**config.mk**
```make
export PLATFORM = sky130hd
export DESIGN_NAME = mux_nx1_rr
export DESIGN_NICKNAME = d
export VERILOG_FILES = /design/src/rtl/mux_nx1_rr_pkg.sv /design/src/rtl/mux_nx1_rr_arbiter.sv /design/src/rtl/mux_nx1_rr.sv
export SDC_FILE = /design/constraint.sdc
export NUM_CORES = 1
export LEC_CHECK = 0
export CORE_MARGIN = 1.5
export CORE_UTILIZATION = 43
export CTS_BUF_LIST = sky130_fd_sc_hd__clkbuf_4 sky130_fd_sc_hd__clkbuf_8
export DETAILED_ROUTE_END_ITERATION = 10
export PLACE_DENSITY = 0.89
export SYNTH_ARGS = -nofsm -noshare
export SYNTH_HDL_FRONTEND = slang
export SYNTH_SLANG_ARGS = --single-unit
```
**constraint.sdc**
```tcl
create_clock -name i_clk -period 6.15 [get_ports i_clk]
set_input_delay 1.23 -clock i_clk [delete_from_list [all_inputs] [get_ports i_clk]]
set_output_delay 1.23 -clock i_clk [all_outputs]
set_load 0.02 [all_outputs]
```
**src/rtl/mux_nx1_rr_pkg.sv**
```systemverilog
// Shared definitions for the N:1 handshake mux and its round-robin arbiter.
// rr_pick works on a fixed 64-channel frame, so arbiters built on it support N <= 64.
package mux_pkg;

   localparam logic MODE_DIRECT = 1'b0;
   localparam logic MODE_RR     = 1'b1;

   localparam int RR_MAX_N = 64;
   localparam int RR_IDX_W = 7;

   typedef struct packed {
      logic                found;
      logic [RR_IDX_W-1:0] index;
   } rr_pick_t;

   // First valid index at or after ptr, wrapping modulo n. Scanning from the
   // far end means the closest hit is the last one written and therefore wins.
   function automatic rr_pick_t rr_pick(input logic [RR_MAX_N-1:0] valid,
                                        input logic [RR_IDX_W-1:0] ptr,
                                        input int                  n);
      rr_pick_t            pick;
      logic [RR_IDX_W:0]   idx;
      pick = '0;
      for (int k = RR_MAX_N - 1; k >= 0; k--) begin
         if (k < n) begin
            idx = {1'b0, ptr} + (RR_IDX_W + 1)'(k);
            if (int'(idx) >= n) idx = idx - (RR_IDX_W + 1)'(n);
            if (valid[idx[RR_IDX_W-2:0]]) begin
               pick.found = 1'b1;
               pick.index = idx[RR_IDX_W-1:0];
            end
         end
      end
      return pick;
   endfunction

endpackage

```
**src/rtl/mux_nx1_rr_arbiter.sv**
```systemverilog
// Round-robin candidate selection; owns the rotating priority pointer.
module rr_arbiter
   import mux_pkg::*;
#(
   parameter  int N  = 4,
   localparam int SW = $clog2(N)
) (
   input  logic          i_clk,
   input  logic          i_rst_n,
   input  logic [N-1:0]  i_in_valid,
   input  logic          i_advance,
   output logic [SW-1:0] o_cand,
   output logic          o_found
);

   logic [SW-1:0] r_rr_ptr;
   rr_pick_t      w_pick;

   assign w_pick  = rr_pick(RR_MAX_N'(i_in_valid), RR_IDX_W'(r_rr_ptr), N);
   // The range guard can never trip, but it keeps the wide index fully consumed.
   assign o_found = w_pick.found && (w_pick.index < RR_IDX_W'(N));
   assign o_cand  = SW'(w_pick.index);

   always_ff @(posedge i_clk or negedge i_rst_n) begin
      if (!i_rst_n) begin
         r_rr_ptr <= '0;
      end else if (i_advance) begin
         r_rr_ptr <= (o_cand == SW'(N - 1)) ? '0 : o_cand + 1'b1;
      end
   end

endmodule

```
**src/rtl/mux_nx1_rr.sv**
```systemverilog
// N:1 valid/ready mux with registered output; direct select or round-robin grant.
module mux_nx1_rr
   import mux_pkg::*;
#(
   parameter  int N  = 4,
   parameter  int W  = 32,
   localparam int SW = $clog2(N)
) (
   input  logic           i_clk,
   input  logic           i_reset,
   input  logic           i_mode,
   input  logic [SW-1:0]  i_sel,
   input  logic [N*W-1:0] i_in,
   input  logic [N-1:0]   i_in_valid,
   output logic [N-1:0]   o_in_ready,
   output logic [W-1:0]   o_out,
   output logic [SW-1:0]  o_out_sel,
   output logic           o_out_valid,
   input  logic           i_out_ready
);

   logic [W-1:0]  r_out;
   logic [SW-1:0] r_out_sel;
   logic          r_out_valid;

   logic          w_can_load;
   logic          w_dir_found;
   logic          w_rr_found;
   logic          w_found;
   logic          w_xfer;
   logic [SW-1:0] w_rr_cand;
   logic [SW-1:0] w_cand;
   logic [N-1:0]  w_ready;
   logic [W-1:0]  w_data;

   rr_arbiter #(.N(N)) u_arb (
      .i_clk      (i_clk),
      .i_rst_n    (i_reset),
      .i_in_valid (i_in_valid),
      .i_advance  (w_xfer && (i_mode == MODE_RR)),
      .o_cand     (w_rr_cand),
      .o_found    (w_rr_found)
   );

   assign w_can_load  = !r_out_valid || i_out_ready;
   assign w_dir_found = int'(i_sel) < N;
   assign w_cand      = (i_mode == MODE_RR) ? w_rr_cand  : i_sel;
   assign w_found     = (i_mode == MODE_RR) ? w_rr_found : w_dir_found;

   // Ready is gated by reset directly so no channel sees a grant while held in reset.
   always_comb begin
      w_ready = '0;
      if (w_found && w_can_load && i_reset) w_ready[w_cand] = 1'b1;
   end

   assign w_xfer = |(w_ready & i_in_valid);
   assign w_data = i_in[int'(w_cand)*W +: W];

   always_ff @(posedge i_clk or negedge i_reset) begin
      if (!i_reset) begin
         r_out       <= '0;
         r_out_sel   <= '0;
         r_out_valid <= 1'b0;
      end else if (w_xfer) begin
         r_out       <= w_data;
         r_out_sel   <= w_cand;
         r_out_valid <= 1'b1;
      end else if (w_can_load) begin
         r_out_valid <= 1'b0;
      end
   end

   assign o_in_ready  = w_ready;
   assign o_out       = r_out;
   assign o_out_sel   = r_out_sel;
   assign o_out_valid = r_out_valid;

endmodule

```
# ---- Yosys cells after proc, flatten, opt, wreduce, memory -nomap -nowiden
# Index checks and enable logic that the tools add are counted.
dict set report totals {
  ff_bits 37
  in_bits 138
  out_inout_bits 39
  wordCells 59
}
dict set report op_classes {
  addsub 8
  magnitude_cmp 11
  eq_ne 1
  shift 1
  mux 24
  n_bitwise 1
  n_reduce_logical 9
}
# operator n
set ops {}
lappend ops {{128-bit by 8-bit variable part select with 32-bit output} 1}
lappend ops {{8-bit two-way mux} 4}
lappend ops {{6-bit by 7-bit < comparator with 1-bit output (second input constant)} 4}
lappend ops {{7-bit two-way mux} 4}
lappend ops {{1-bit binary-select mux with 6-bit select} 4}
lappend ops {{8-bit by 3-bit greater-or-equal comparator with 1-bit output (second input constant)} 3}
lappend ops {{7-bit by 3-bit subtractor with 7-bit output (second input constant)} 3}
lappend ops {{1-bit two-way mux} 8}
lappend ops {{7-bit by 3-bit < comparator with 1-bit output (second input constant)} 1}
lappend ops {{2-bit by 2-bit adder with 3-bit output (second input constant)} 2}
lappend ops {{1-bit logical AND} 5}
lappend ops {{4-bit bitwise AND} 1}
lappend ops {{2-bit two-way mux} 2}
lappend ops {{4-bit two-way mux} 1}
lappend ops {{4-bit OR reduction} 1}
lappend ops {{2-bit by 3-bit subtractor with 4-bit output (second input constant)} 1}
lappend ops {{2-bit by 1-bit adder with 3-bit output (second input constant)} 1}
lappend ops {{2-bit by 3-bit greater-or-equal comparator with 1-bit output (second input constant)} 1}
lappend ops {{2-bit by 3-bit < comparator with 1-bit output (second input constant)} 1}
lappend ops {{2-bit by 1-bit adder with 2-bit output (second input constant)} 1}
lappend ops {{1-bit demux with 2-bit select} 1}
lappend ops {{2-bit equality test (second input constant)} 1}
lappend ops {{2-bit by 1-bit greater-or-equal comparator with 1-bit output (second input constant)} 1}
lappend ops {{2-bit nonzero test} 1}
lappend ops {{2 further kinds} 2}

# ---- Depth between registers and ports, before layout
dict set report logic_depth {
  ltp_word 18
  depth_mapped 12
  mapped_depth_nobuf 9
}

# ---- Modules after synthesis
# A second synthesis with hierarchy kept.
dict set report hier_totals {
  cells_unflattened 260
  area_unflattened_um2 3124.2
}
# mod n_inst cells_per_inst area_each_um2 seq_area_each_um2
set modules_own_cells {}
lappend modules_own_cells {mux_nx1_rr 1 202 2616.3 875.8}
lappend modules_own_cells {rr_arbiter 1 58 508.0 50.0}

# ---- Worst setup path after synthesis
# No wires, ideal clock.
dict set report synth_path {
  kind {input -> output}
  start {input i_in_valid[0]}
  end {output o_in_ready[1]}
  t_arrival_ps 2930
  setup_slack_ps 1990
  stages 7
  cell_sequence {mux2i_1 or3_4 a31oi_2 mux2_4 a21oi_4 buf_2 nor2_1}
}
dict set report synth_between {
  elab_chain_len 12
  word_cells_on_any_way 24
}
# element line
set synth_rtl {}
lappend synth_rtl {{start: declaration} mux_nx1_rr.sv:14} ;# input logic [N-1:0] i_in_valid,
lappend synth_rtl {{1-bit binary-select mux with 6-bit select} mux_nx1_rr_pkg.sv:28} ;# if (valid[idx[RR_IDX_W-2:0]]) begin
lappend synth_rtl {{1-bit two-way mux (implied by the code)} mux_nx1_rr_pkg.sv:28}
lappend synth_rtl {{8-bit two-way mux (3 in series)} mux_nx1_rr_pkg.sv:28}
lappend synth_rtl {{8-bit two-way mux *} mux_nx1_rr_pkg.sv:28}
lappend synth_rtl {{7-bit by 3-bit < comparator with 1-bit output / 2-bit two-way mux (equally long branches)} {mux_nx1_rr_arbiter.sv:21, mux_nx1_rr.sv:47}}
lappend synth_rtl {{1-bit logical AND, or another cell as far along} mux_nx1_rr_arbiter.sv:21} ;# assign o_found = w_pick.found && (w_pick.index < RR_IDX_W'(N));
lappend synth_rtl {{1-bit two-way mux / 1-bit logical AND (equally long branches)} {mux_nx1_rr.sv:48, mux_nx1_rr.sv:53}}
lappend synth_rtl {{1-bit logical AND / 1-bit two-way mux (equally long branches)} mux_nx1_rr.sv:53} ;# if (w_found && w_can_load && i_reset) w_ready[w_cand] = 1'b1;
lappend synth_rtl {{1-bit logical AND / 1-bit demux with 2-bit select (equally long branches)} mux_nx1_rr.sv:53}
lappend synth_rtl {{4-bit two-way mux *} mux_nx1_rr.sv:53}
lappend synth_rtl {{end: declaration} mux_nx1_rr.sv:15} ;# output logic [N-1:0] o_in_ready,
# Every way passes the cells marked *; elsewhere a longest branch is shown, timed or not. The select of a mux whose other input is x is not followed.

# ---- Worst setup path in the final report
dict set report layout_path {
  start {input i_in_valid[0]}
  end {output o_in_ready[0]}
}
# The elaborated chain is that of the path after synthesis.

==> results.json <==
{
  "status": "finished, final reports clean",
  "syn_nets": 404,
  "dpl.hpwl_mm": 6.81,
  "rsz0062_at_grt": "no",
  "routed_wl_mm": 8.48,
  "ant_nets": 0,
  "synth_seq_cells": 37,
  "io_buffers": 176,
  "drive_gt1_share_pct": 12.7,
  "maxCapViolCount": 0,
  "hold_path_end": "o_out[0]",
  "post-route-period-util_pct": 85.1,
  "cts_tree": "yes",
  "power.leakage_nw": 2.28,
  "crit_type": "in -> out",
  "startpoint": "i_in_valid[0]",
  "worstSetupEndpointType": "output pin",
  "n_antenna_cell": 0,
  "die_area_um2": 7700,
  "drt_iter0_drc": 57,
  "setup-tns-final_ns": 0,
  "yosys_warnings": 0,
  "grt_start_max_net_pins": 65,
  "worstPathArrival_ns": 4.00,
  "synthArstFlopShare_pct": 100,
  "worst_slew_pin_slew_ns": 1.04,
  "first_pass_iters": 4,
  "grt-ovfl-total": 0,
  "total_power_mw": 2.04,
  "slew_headroom_pct": 30.9,
  "timing.rr.end": "o_out[11]",
  "seq_area_frac_synth_pct": 30.0,
  "cp_num_buf_inv": 2,
  "synth.distinct_cells": 42,
  "holdBufCountCts": 0,
  "cts.sinks": 37,
  "cp_top_family": "buffers and inverters",
  "slowest_stage": "clkdlybuf4s50_1",
  "start_util_pct": 45.0,
  "htree_levels": 2,
  "num_rows": 30,
  "reg2reg_from": "u_arb.r_rr_ptr[0]",
  "synthFlopType": "dfrtp_1",
  "setup_viol": 0,
  "core_um2": 6870,
  "cpPeakStageDelay_ns": 0.61,
  "layout.nets": 576,
  "fin_skew_ns": 0.00569,
  "grt_pass1_wl_mm": 13.0,
  "slew_viol_final": 0,
  "cts.path.max_buffers": 2,
  "holdPathStages": 1,
  "cts_resized": 0,
  "syn_area_um2": 3090,
  "hp-class": "reg -> reg",
  "cp.required_ns": 4.92,
  "viasPerCell": 5.06,
  "ff2ff_setup_slack_ns": 2.34,
  "reg2regPathDepth": 10,
  "cts_buffers": 5,
  "io_pins": 177,
  "startpoint_type": "input port",
  "place_congestion": 0.900,
  "die_width_um": 87.8,
  "drcViolationCount": 0,
  "holdWs_ns": 0.495,
  "synth_edf_count": 0,
  "crit_path_cell_trace": "clkdlybuf4s50_1 > mux2i_1 > or3_4 > a31oi_2 > mux2i_1 > a21oi_1 > nor2_1 > clkdlybuf4s50_1",
  "hold_violations": 0,
  "min_from": "o_out[0]",
  "die_h_um": 87.8,
  "ir_worst_vdd_mv": 0.159,
  "cp_max_fo": 5,
  "fin_area_um2": 4980,
  "powerDensity_nw_per_um2": 410,
  "avgSynthCellArea_um2": 11.8,
  "clock_latency_ns": 0.28,
  "num_vias": 2684,
  "grtUsageTotal_pct": 21.7,
  "fmax_mhz": 191,
  "grt_antenna_before_repair": 0,
  "post-cts-setup-buffers": 0,
  "period_needed_ns": 5.23,
  "placedInstanceArea_um2": 4890,
  "root_buffer": "clkbuf_8",
  "synth_cells": 261,
  "wire_per_inst_um": 16.0,
  "first_global_vias": 2725,
  "clkSlewWorstSetupHoldPaths_ns": 0.08,
  "area_growth_pct": 61.2
}
==> sequential cells by signal (all words and copies together) (netlist names) <==
signal	cells
o_out	32
o_out_sel	2
u_arb.r_rr_ptr	2
o_out_valid	1
==> placed cells by master (no fill, tap or decap), types with 2 or more instances in the layout <==
cell,count
mux2_4,30
buf_4,5
ha_1,5
nand2b_1,2
clkbuf_8,5
mux2i_1,103
o211ai_1,2
nand3_1,2
a221oi_2,2
clkdlybuf4s50_1,175
mux2_1,5
dfrtp_1,37
nor2_1,11
clkinv_2,2
inv_1,4
a211oi_1,2
a21oi_1,3
nor2b_1,2
o21ai_4,2
o21ai_0,4
nand2_1,9
==> cell type report <==
type | instances | area (µm²)
clock buffers | 5 | 68.8
clock inverters | 3 | 17.5
fillers | 516 | 1890
inverters | 4 | 15.0
multi-input cells | 204 | 2040
flip-flops and latches | 37 | 926
well taps | 96 | 120
repair buffers | 181 | 1790
==> metal layers <==
layer | vias up | track usage, % | wire (µm)
li1 | 1313 | - | -
met5 | - | 0 | 0
met1 | 1253 | 24.6 | 3310
met3 | 4 | 6.22 | 636
met2 | 114 | 40.4 | 4470
met4 | 0 | 4.18 | 59
==> stage by stage <==
| stage | setup slack (ns) | instances | utilization, % |
|---|---|---|---|
| detailed placement | 0.942 | 522 | 71.2 |
| floorplan | 1.99 | 261 | - |
| CTS | 0.933 | 530 | 72.5 |
| global route | 0.788 | 530 | 72.5 |
| finish | 0.916 | 530 | 72.5 |
| global placement | 1.01 | 522 | 71.2 |
==> cells in the mapped netlist (all sizes together), types with 2 or more instances <==
cell    count  area share, %
o211ai      2           0.49
mux2       36             17
buf        14            3.6
a221oi      2           0.97
mux2i     104             34
ha          5            2.0
a211oi      2           0.49
clkbuf      2           0.36
nor2b       2           0.40
o21ai       7            1.5
dfrtp      37             30
a31oi       2           0.61
nand3       2           0.32
a21oi       4            1.0
inv         4           0.49
nand2b      2           0.40
nand2       9            1.1
nor2       11            1.3
nand3b      2           0.89
==> power breakdown <==
part	switching (mW)	internal, mW	leakage, nW
registers	0.0928	0.370	0.438
clock network	0.0862	0.0782	0.0439
logic	0.647	0.766	1.80
==> how the worst max path moves through the flow <==
stage	endpoint	cells after the start	slack (ns)
3_3_place_gp	o_in_ready[0]	8	1.01
5_1_grt	o_in_ready[0]	8	0.79
4_1_cts	o_in_ready[0]	8	0.93
2_1_floorplan	o_in_ready[1]	7	1.99
6_report	o_in_ready[0]	8	0.92
3_5_place_dp	o_in_ready[0]	8	0.94
==> cells by family (layout without fill, tap and decap cells) <==
kind of cell	count (synthesis)	in the layout	synth area share (%)
fa+ha+maj	5	5	2.03
buf+inv	20	193	4.41
compound gates	27	27	7.45
flops	37	37	30.0
simple gates	32	32	5.55
mux	140	140	50.6
Power figures use the tool's default switching activity.
